===== config.mk =====
export PLATFORM = sky130hd
export DESIGN_NAME = mc14433_readout
export DESIGN_NICKNAME = d
export VERILOG_FILES = /design/src/rtl/mc14433_pkg.sv /design/src/rtl/mc14433_bcd2bin.sv /design/src/rtl/mc14433_readout.sv
export SDC_FILE = /design/constraint.sdc
export NUM_CORES = 1
export LEC_CHECK = 0
export CORE_ASPECT_RATIO = 0.7
export CORE_MARGIN = 1.5
export CORE_UTILIZATION = 38
export DETAILED_ROUTE_END_ITERATION = 8
export PLACE_DENSITY = 0.66
export SLEW_MARGIN = 10
export SYNTH_ARGS = -nofsm -noshare
export SYNTH_HDL_FRONTEND = slang
export SYNTH_SLANG_ARGS = --single-unit

===== constraint.sdc =====
create_clock -name CP -period 4 [get_ports CP]
set_input_delay 1 -clock CP [delete_from_list [all_inputs] [get_ports CP]]
set_output_delay 1 -clock CP [all_outputs]
set_load 0.02 [all_outputs]

===== src/rtl/mc14433_pkg.sv =====
// Shared types and constants for the MC14433 multiplexed-output receiver.
package mc14433_pkg;

   typedef enum logic [2:0] {
      IDLE = 3'd0,
      ARM  = 3'd1,
      C1   = 3'd2,
      C2   = 3'd3,
      C3   = 3'd4,
      C4   = 3'd5,
      CONV = 3'd6,
      PUB  = 3'd7
   } state_e;

   localparam int MAX_COUNT = 1999;

   localparam int HALF_N = 3;
   localparam int POL    = 2;
   localparam int RANGE  = 0;

   localparam logic [3:0]  BCD_MAX     = 4'd9;
   localparam logic [11:0] BIN_POS_MAX = 12'(MAX_COUNT);
   localparam logic [11:0] BIN_NEG_MAX = 12'd0 - BIN_POS_MAX;

   function automatic logic multi_hot(input logic [3:0] v);
      return (v & (v - 4'd1)) != 4'd0;
   endfunction

   function automatic logic one_hot(input logic [3:0] v);
      return (v != 4'd0) && !multi_hot(v);
   endfunction

endpackage


===== src/rtl/mc14433_bcd2bin.sv =====
// Combinational 3.5-digit BCD reading to 12-bit two's-complement value.
module mc14433_bcd2bin
   import mc14433_pkg::*;
(
   input  logic        half,
   input  logic [3:0]  d2,
   input  logic [3:0]  d3,
   input  logic [3:0]  d4,
   input  logic        pos,
   input  logic        over,
   input  logic        under,
   output logic [11:0] bin
);

   logic [11:0] mag_s;

   // Range flags override the digits, which may hold garbage when out of range.
   always_comb begin
      mag_s = ({11'd0, half} * 12'd1000) + ({8'd0, d2} * 12'd100)
            + ({8'd0, d3} * 12'd10) + {8'd0, d4};
      if (over) begin
         bin = BIN_POS_MAX;
      end else if (under) begin
         bin = BIN_NEG_MAX;
      end else if (pos) begin
         bin = mag_s;
      end else begin
         bin = 12'd0 - mag_s;
      end
   end

endmodule


===== src/rtl/mc14433_readout.sv =====
// Receiver for the MC14433 DS/Q multiplexed result: frame capture, check,
// conversion to signed binary and valid/ready hand-off.
module mc14433_readout
   import mc14433_pkg::*;
#(
   parameter int SYNC_STAGES = 2,
   parameter int SETTLE      = 3,
   parameter int TIMEOUT     = 4095
) (
   input  logic        CP,
   input  logic        R,
   input  logic        EOC,
   input  logic [3:0]  DS,
   input  logic [3:0]  Q,
   output logic        rd_valid,
   input  logic        rd_ready,
   output logic [12:0] rd_bcd,
   output logic        rd_pos,
   output logic        rd_over,
   output logic        rd_under,
   output logic [11:0] rd_bin,
   output logic        frame_err,
   output logic        overrun
);

   localparam int RUN_W = $clog2(SETTLE + 2);
   localparam int TO_W  = $clog2(TIMEOUT + 1);
   localparam logic [RUN_W-1:0] RUN_SET = RUN_W'(SETTLE);
   localparam logic [RUN_W-1:0] RUN_MAX = RUN_W'(SETTLE + 1);
   localparam logic [TO_W-1:0]  TO_LIM  = TO_W'(TIMEOUT);

   logic [SYNC_STAGES-1:0][8:0] sync_q, sync_d;
   logic                eoc_prev_q, eoc_prev_d;
   logic [3:0]          ds_prev_q, ds_prev_d;
   logic [RUN_W-1:0]    run_q, run_d;
   logic [TO_W-1:0]     to_cnt_q, to_cnt_d;
   state_e              state_q, state_d;
   logic                half_n_q, half_n_d, pol_q, pol_d, range_q, range_d;
   logic [3:0]          d2_q, d2_d, d3_q, d3_d, d4_q, d4_d;
   logic [11:0]         bin_q, bin_d;
   logic                rd_valid_q, rd_valid_d;
   logic [12:0]         rd_bcd_q, rd_bcd_d;
   logic                rd_pos_q, rd_pos_d, rd_over_q, rd_over_d, rd_under_q, rd_under_d;
   logic [11:0]         rd_bin_q, rd_bin_d;
   logic                frame_err_q, frame_err_d, overrun_q, overrun_d;

   logic                eoc_s, eoc_rise_s, stable_s, in_frame_s, capture_s, abort_s;
   logic [3:0]          ds_s, q_s, exp_s;
   logic [11:0]         bin_s;

   mc14433_bcd2bin u_bcd2bin (
      .half  (~half_n_q),
      .d2    (d2_q),
      .d3    (d3_q),
      .d4    (d4_q),
      .pos   (pol_q),
      .over  (range_q & ~half_n_q),
      .under (range_q & half_n_q),
      .bin   (bin_s)
   );

   // Input synchronisers, edge detection and strobe settle counter.
   always_comb begin
      sync_d     = {sync_q[SYNC_STAGES-2:0], {EOC, DS, Q}};
      eoc_s      = sync_q[SYNC_STAGES-1][8];
      ds_s       = sync_q[SYNC_STAGES-1][7:4];
      q_s        = sync_q[SYNC_STAGES-1][3:0];
      eoc_prev_d = eoc_s;
      ds_prev_d  = ds_s;
      eoc_rise_s = eoc_s & ~eoc_prev_q;
      if (ds_s != ds_prev_q) begin
         run_d = RUN_W'(1);
      end else if (run_q != RUN_MAX) begin
         run_d = run_q + RUN_W'(1);
      end else begin
         run_d = run_q;
      end
      // Fires exactly once per strobe assertion: run_d saturates past RUN_SET.
      stable_s = one_hot(ds_s) && (run_d == RUN_SET);
   end

   // Frame FSM, frame checks and output handshake.
   always_comb begin
      state_d     = state_q;
      half_n_d    = half_n_q;
      pol_d       = pol_q;
      range_d     = range_q;
      d2_d        = d2_q;
      d3_d        = d3_q;
      d4_d        = d4_q;
      bin_d       = bin_q;
      rd_bcd_d    = rd_bcd_q;
      rd_pos_d    = rd_pos_q;
      rd_over_d   = rd_over_q;
      rd_under_d  = rd_under_q;
      rd_bin_d    = rd_bin_q;
      frame_err_d = 1'b0;
      overrun_d   = 1'b0;

      in_frame_s = (state_q == ARM) || (state_q == C1) || (state_q == C2) || (state_q == C3);
      case (state_q)
         ARM:     exp_s = 4'b0001;
         C1:      exp_s = 4'b0010;
         C2:      exp_s = 4'b0100;
         C3:      exp_s = 4'b1000;
         default: exp_s = 4'b0000;
      endcase
      capture_s = stable_s && (ds_s == exp_s);
      abort_s   = in_frame_s && (multi_hot(ds_s)
                  || (stable_s && (ds_s != exp_s))
                  || (capture_s && (state_q != ARM) && (q_s > BCD_MAX) && !range_q)
                  || ((to_cnt_q == TO_LIM) && !capture_s)
                  || eoc_rise_s);

      if (!in_frame_s || capture_s) begin
         to_cnt_d = {TO_W{1'b0}};
      end else if (to_cnt_q != TO_LIM) begin
         to_cnt_d = to_cnt_q + TO_W'(1);
      end else begin
         to_cnt_d = to_cnt_q;
      end

      case (state_q)
         IDLE: begin
            if (eoc_rise_s) begin
               state_d = ARM;
            end else begin
               state_d = IDLE;
            end
         end
         ARM, C1, C2, C3: begin
            if (abort_s) begin
               state_d     = IDLE;
               frame_err_d = 1'b1;
            end else if (capture_s) begin
               case (state_q)
                  ARM: begin
                     half_n_d = q_s[HALF_N];
                     pol_d    = q_s[POL];
                     range_d  = q_s[RANGE];
                     state_d  = C1;
                  end
                  C1: begin
                     d2_d    = q_s;
                     state_d = C2;
                  end
                  C2: begin
                     d3_d    = q_s;
                     state_d = C3;
                  end
                  C3: begin
                     d4_d    = q_s;
                     state_d = C4;
                  end
                  default: state_d = IDLE;
               endcase
            end else begin
               state_d = state_q;
            end
         end
         C4:   state_d = CONV;
         CONV: begin
            bin_d   = bin_s;
            state_d = PUB;
         end
         PUB: begin
            rd_bcd_d   = {~half_n_q, d2_q, d3_q, d4_q};
            rd_pos_d   = pol_q;
            rd_over_d  = range_q & ~half_n_q;
            rd_under_d = range_q & half_n_q;
            rd_bin_d   = bin_q;
            state_d    = IDLE;
         end
         default: state_d = IDLE;
      endcase

      // A publish always leaves rd_valid high; it only overruns if the old reading was not taken.
      if (state_q == PUB) begin
         rd_valid_d = 1'b1;
         overrun_d  = rd_valid_q && !rd_ready;
      end else if (rd_valid_q && rd_ready) begin
         rd_valid_d = 1'b0;
      end else begin
         rd_valid_d = rd_valid_q;
      end
   end

   // State and datapath registers.
   always_ff @(posedge CP or negedge R) begin
      if (!R) begin
         sync_q      <= '0;
         eoc_prev_q  <= 1'b0;
         ds_prev_q   <= 4'd0;
         run_q       <= {RUN_W{1'b0}};
         to_cnt_q    <= {TO_W{1'b0}};
         state_q     <= IDLE;
         half_n_q    <= 1'b0;
         pol_q       <= 1'b0;
         range_q     <= 1'b0;
         d2_q        <= 4'd0;
         d3_q        <= 4'd0;
         d4_q        <= 4'd0;
         bin_q       <= 12'd0;
         rd_valid_q  <= 1'b0;
         rd_bcd_q    <= 13'd0;
         rd_pos_q    <= 1'b0;
         rd_over_q   <= 1'b0;
         rd_under_q  <= 1'b0;
         rd_bin_q    <= 12'd0;
         frame_err_q <= 1'b0;
         overrun_q   <= 1'b0;
      end else begin
         sync_q      <= sync_d;
         eoc_prev_q  <= eoc_prev_d;
         ds_prev_q   <= ds_prev_d;
         run_q       <= run_d;
         to_cnt_q    <= to_cnt_d;
         state_q     <= state_d;
         half_n_q    <= half_n_d;
         pol_q       <= pol_d;
         range_q     <= range_d;
         d2_q        <= d2_d;
         d3_q        <= d3_d;
         d4_q        <= d4_d;
         bin_q       <= bin_d;
         rd_valid_q  <= rd_valid_d;
         rd_bcd_q    <= rd_bcd_d;
         rd_pos_q    <= rd_pos_d;
         rd_over_q   <= rd_over_d;
         rd_under_q  <= rd_under_d;
         rd_bin_q    <= rd_bin_d;
         frame_err_q <= frame_err_d;
         overrun_q   <= overrun_d;
      end
   end

   assign rd_valid  = rd_valid_q;
   assign rd_bcd    = rd_bcd_q;
   assign rd_pos    = rd_pos_q;
   assign rd_over   = rd_over_q;
   assign rd_under  = rd_under_q;
   assign rd_bin    = rd_bin_q;
   assign frame_err = frame_err_q;
   assign overrun   = overrun_q;

endmodule


==> out/qor.yml <==
mostFrequentLayoutCell: "dfrtp_1"
root_buffer: "clkbuf_16"
placed_cells: 706
synth_area_sq_mm: 0.00522
crit_start: "d3_q[1]"
hold_violations: 0
worst_ep_required_time_ns: 4.27
clkLatencyLatePin_ns: 0.35
ff2ff_setup_slack_ns: -0.17
r2r_start: "d3_q[1]"
fin_nets: 594
dp_hpwl_um: 7710
cts_max_path_buffers: 2
setup_viol: 3
violations: "setup timing"
hp-class: "flip-flop to flip-flop"
route.detailed.drc: 0
timing.fmax_mhz: 240
via_count: 3558
path_buf_inv: 2
ys_seq_area_frac: 0.474
layout_common_cells: "dfrtp_1 (99), clkdlybuf4s50_1 (41), mux2_2 (38)"
timing.final.ws_setup_ns: -0.175
drtIter0Drc: 138
grt_overflow: 0
die-area_sq_mm: 0.0145
ys_ff_latch: 99
leakagePower_nw: 3.05
synth_edf_count: 0
cts_tree: "done"
stdcell_count: 726
routed_wl_um: 10500
end_kind: "flip-flop"
power.density_mw_per_mm2: 307
yosysUniqueCellTypes: 55
htreeDepth: 3
grt_max_degree: 37
path_class: "flip-flop to flip-flop"
core_area_sq_mm: 0.0133
crit_cells: 15
relSlewSlack: 0.569
cp_slowest_stage_delay_ns: 0.51
holdWs_ns: 0.350
ios: 43
drive_gt1_frac: 0.222
layout_worst_path_cycle_share: 1.04
dieWidth_um: 143
place_congestion: 0.813
crit_family: "adder cells"
cts_num_sinks: 99
cp_max_fo: 2
cp.arrival_ns: 4.45
syn2layout_area_growth_pct: 24.1
clkTransAtPathRegs_ns: 0.08
rows: 35
drv_slew: 0
path_cells: "ha_1 > ha_2 > fa_2 > inv_1 > fa_1 > inv_2 > ha_4 > ha_4 > a21o_1 > a221oi_2 > xnor2_1 > or4_1 > o31ai_2 > xnor2_1 > a211oi_2"
antenna_cells: 0
grt_pass1_vias: 3731
min_period_ns: 4.17
start_util: 0.394
drt-wirelength-per-cell_um: 14.5
syn_avg_cell_area_sq_um: 11.2
peakVddDrop_v: 0.000222
rsz0062_at_grt: "true"
postRouteAntennaNets: 0
antenna_found_initial: 0
grt_usage: 0.158
postSynthCellCount: 468
worst_slew_pin_slew_ns: 0.644
portBuffers: 42
start_kind: "flip-flop"
cp_slowest_cell: "fa_2"
cts_buffers: 9
ctsHoldBuffers: 0
reg2reg_to: "bin_q[11]"
outcome: "finished, violations left"
grt_first_pass_wirelength_um: 17900
die-height_um: 101
ys_warn_count: 0
drv_cap: 0
drt-pass1-iter-count: 4
finalPower_mw: 1.99
synth_flop_cell: "dfrtp_1"
vias_per_cell: 4.90
async_flop_share: 1.00
skew_ns: 0.00843
rr_worst_depth: 15
syn-num-nets: 526
endpoint: "bin_q[11]"
==> area by class of cell <==
type / instances / area [sq um]
clock buffer: 9 / 225
clock inverter: 7 / 66.3
fill: 1210 / 6790
inverter: 27 / 101
multi-input combinational: 324 / 2700
sequential: 99 / 2480
tap: 185 / 231
timing repair buffer: 75 / 677
==> flip-flops by register name, indices dropped and copies added, names as in the netlist, 3 cells and up <==
register   flops
bin_q         12
d2_q           4
d3_q           4
d4_q           4
ds_prev_d      4
ds_prev_q      4
q_s            4
rd_bcd        13
rd_bin        12
run_q          3
state_q        3
sync_d         9
to_cnt_q      12
==> worst min-delay path by stage <==
stage,start,depth (start not counted),end
global placement,sync_d[14],0,ds_prev_d[1]
global route,sync_d[13],0,ds_prev_d[0]
floorplan,sync_d[13],0,ds_prev_d[0]
detailed placement,sync_d[15],0,ds_prev_d[2]
finish,sync_d[16],0,ds_prev_d[3]
CTS,sync_d[15],0,ds_prev_d[2]
==> worst reg2reg max path, stage by stage (launching register included) <==
cell	delay (ns)
dfrtp_1	0.39
ha_1	0.31
ha_2	0.21
fa_2	0.51
inv_1	0.05
fa_1	0.48
inv_2	0.05
ha_4	0.26
ha_4	0.19
a21o_1	0.21
a221oi_2	0.30
xnor2_1	0.15
or4_1	0.43
o31ai_2	0.26
xnor2_1	0.13
a211oi_2	0.18
==> power breakdown <==
group          total (mW)  internal [mW]  switching, mW
Sequential           1.04           1.02         0.0228
Clock               0.859          0.440          0.419
Combinational      0.0907         0.0386         0.0521
Total                1.99           1.50          0.494
==> synth_stat cells, drive strengths merged (2+ instances only) <==
library cell	number	area (sq um)
dfrtp	99	2480
mux2	38	428
ha	37	463
nor2	35	131
nand2	31	116
inv	27	101
o21ai	24	120
xor2	18	158
xnor2	16	140
clkbuf	13	48.8
a21oi	10	53.8
and3	9	56.3
fa	9	180
nand3	7	35.0
nor2b	7	43.8
nor3	7	35.0
a21o	6	45.0
o21a	6	45.0
a31oi	5	31.3
buf	5	31.3
nand2b	5	31.3
o211ai	5	37.5
and2	4	25.0
or2	4	25.0
a211oi	3	27.5
nand3b	3	22.5
nand4	3	18.8
o31ai	3	27.5
a221o	2	20.0
a221oi	2	23.8
mux2i	2	20.0
nor3b	2	15.0
nor4	2	18.8
nor4b	2	17.5
o2111ai	2	17.5
o21bai	2	15.0
or3	2	12.5
==> stage by stage <==
step | setup slack [ns] | cell area [sq um] | setup TNS (ns) | util
detailed placement | -0.353 | 6040 | -0.956 | 0.455
global placement | -0.265 | 6040 | -0.700 | 0.455
CTS | -0.185 | 6460 | -0.396 | 0.487
global route | -0.327 | 6480 | -0.790 | 0.488
finish | -0.175 | 6480 | -0.331 | 0.488
floorplan | -0.253 | 5250 | -0.352 | -
==> metal layers <==
metal  vias up  track usage  routed length [um]
li1       1756            -                   -
met1      1742        0.229                5540
met5         -            0                   0
met4         0       0.0381                  60
met2        52        0.245                4590
met3         8       0.0309                 303
==> logic make-up (layout without fill, tap and decap cells) <==
group,count (synthesis),in the layout,synth area share
xor gates and xnor gates,34,34,0.0570
muxes,40,40,0.0858
DFF,99,99,0.474
and+or+nand+nor,127,127,0.122
adders and majority gates,47,47,0.125
AOI/OAI and AO/OA,76,76,0.100
buffers and inverters,45,118,0.0347
==> what timing repair did <==
item	in CTS	in global routing
resized for setup	18	3
endpoints found under the hold margin	0	0
setup endpoints to repair	5	5
buffers inserted	4	0
pin swaps	14	10
Note: power is estimated with default switching activity, not from simulation.
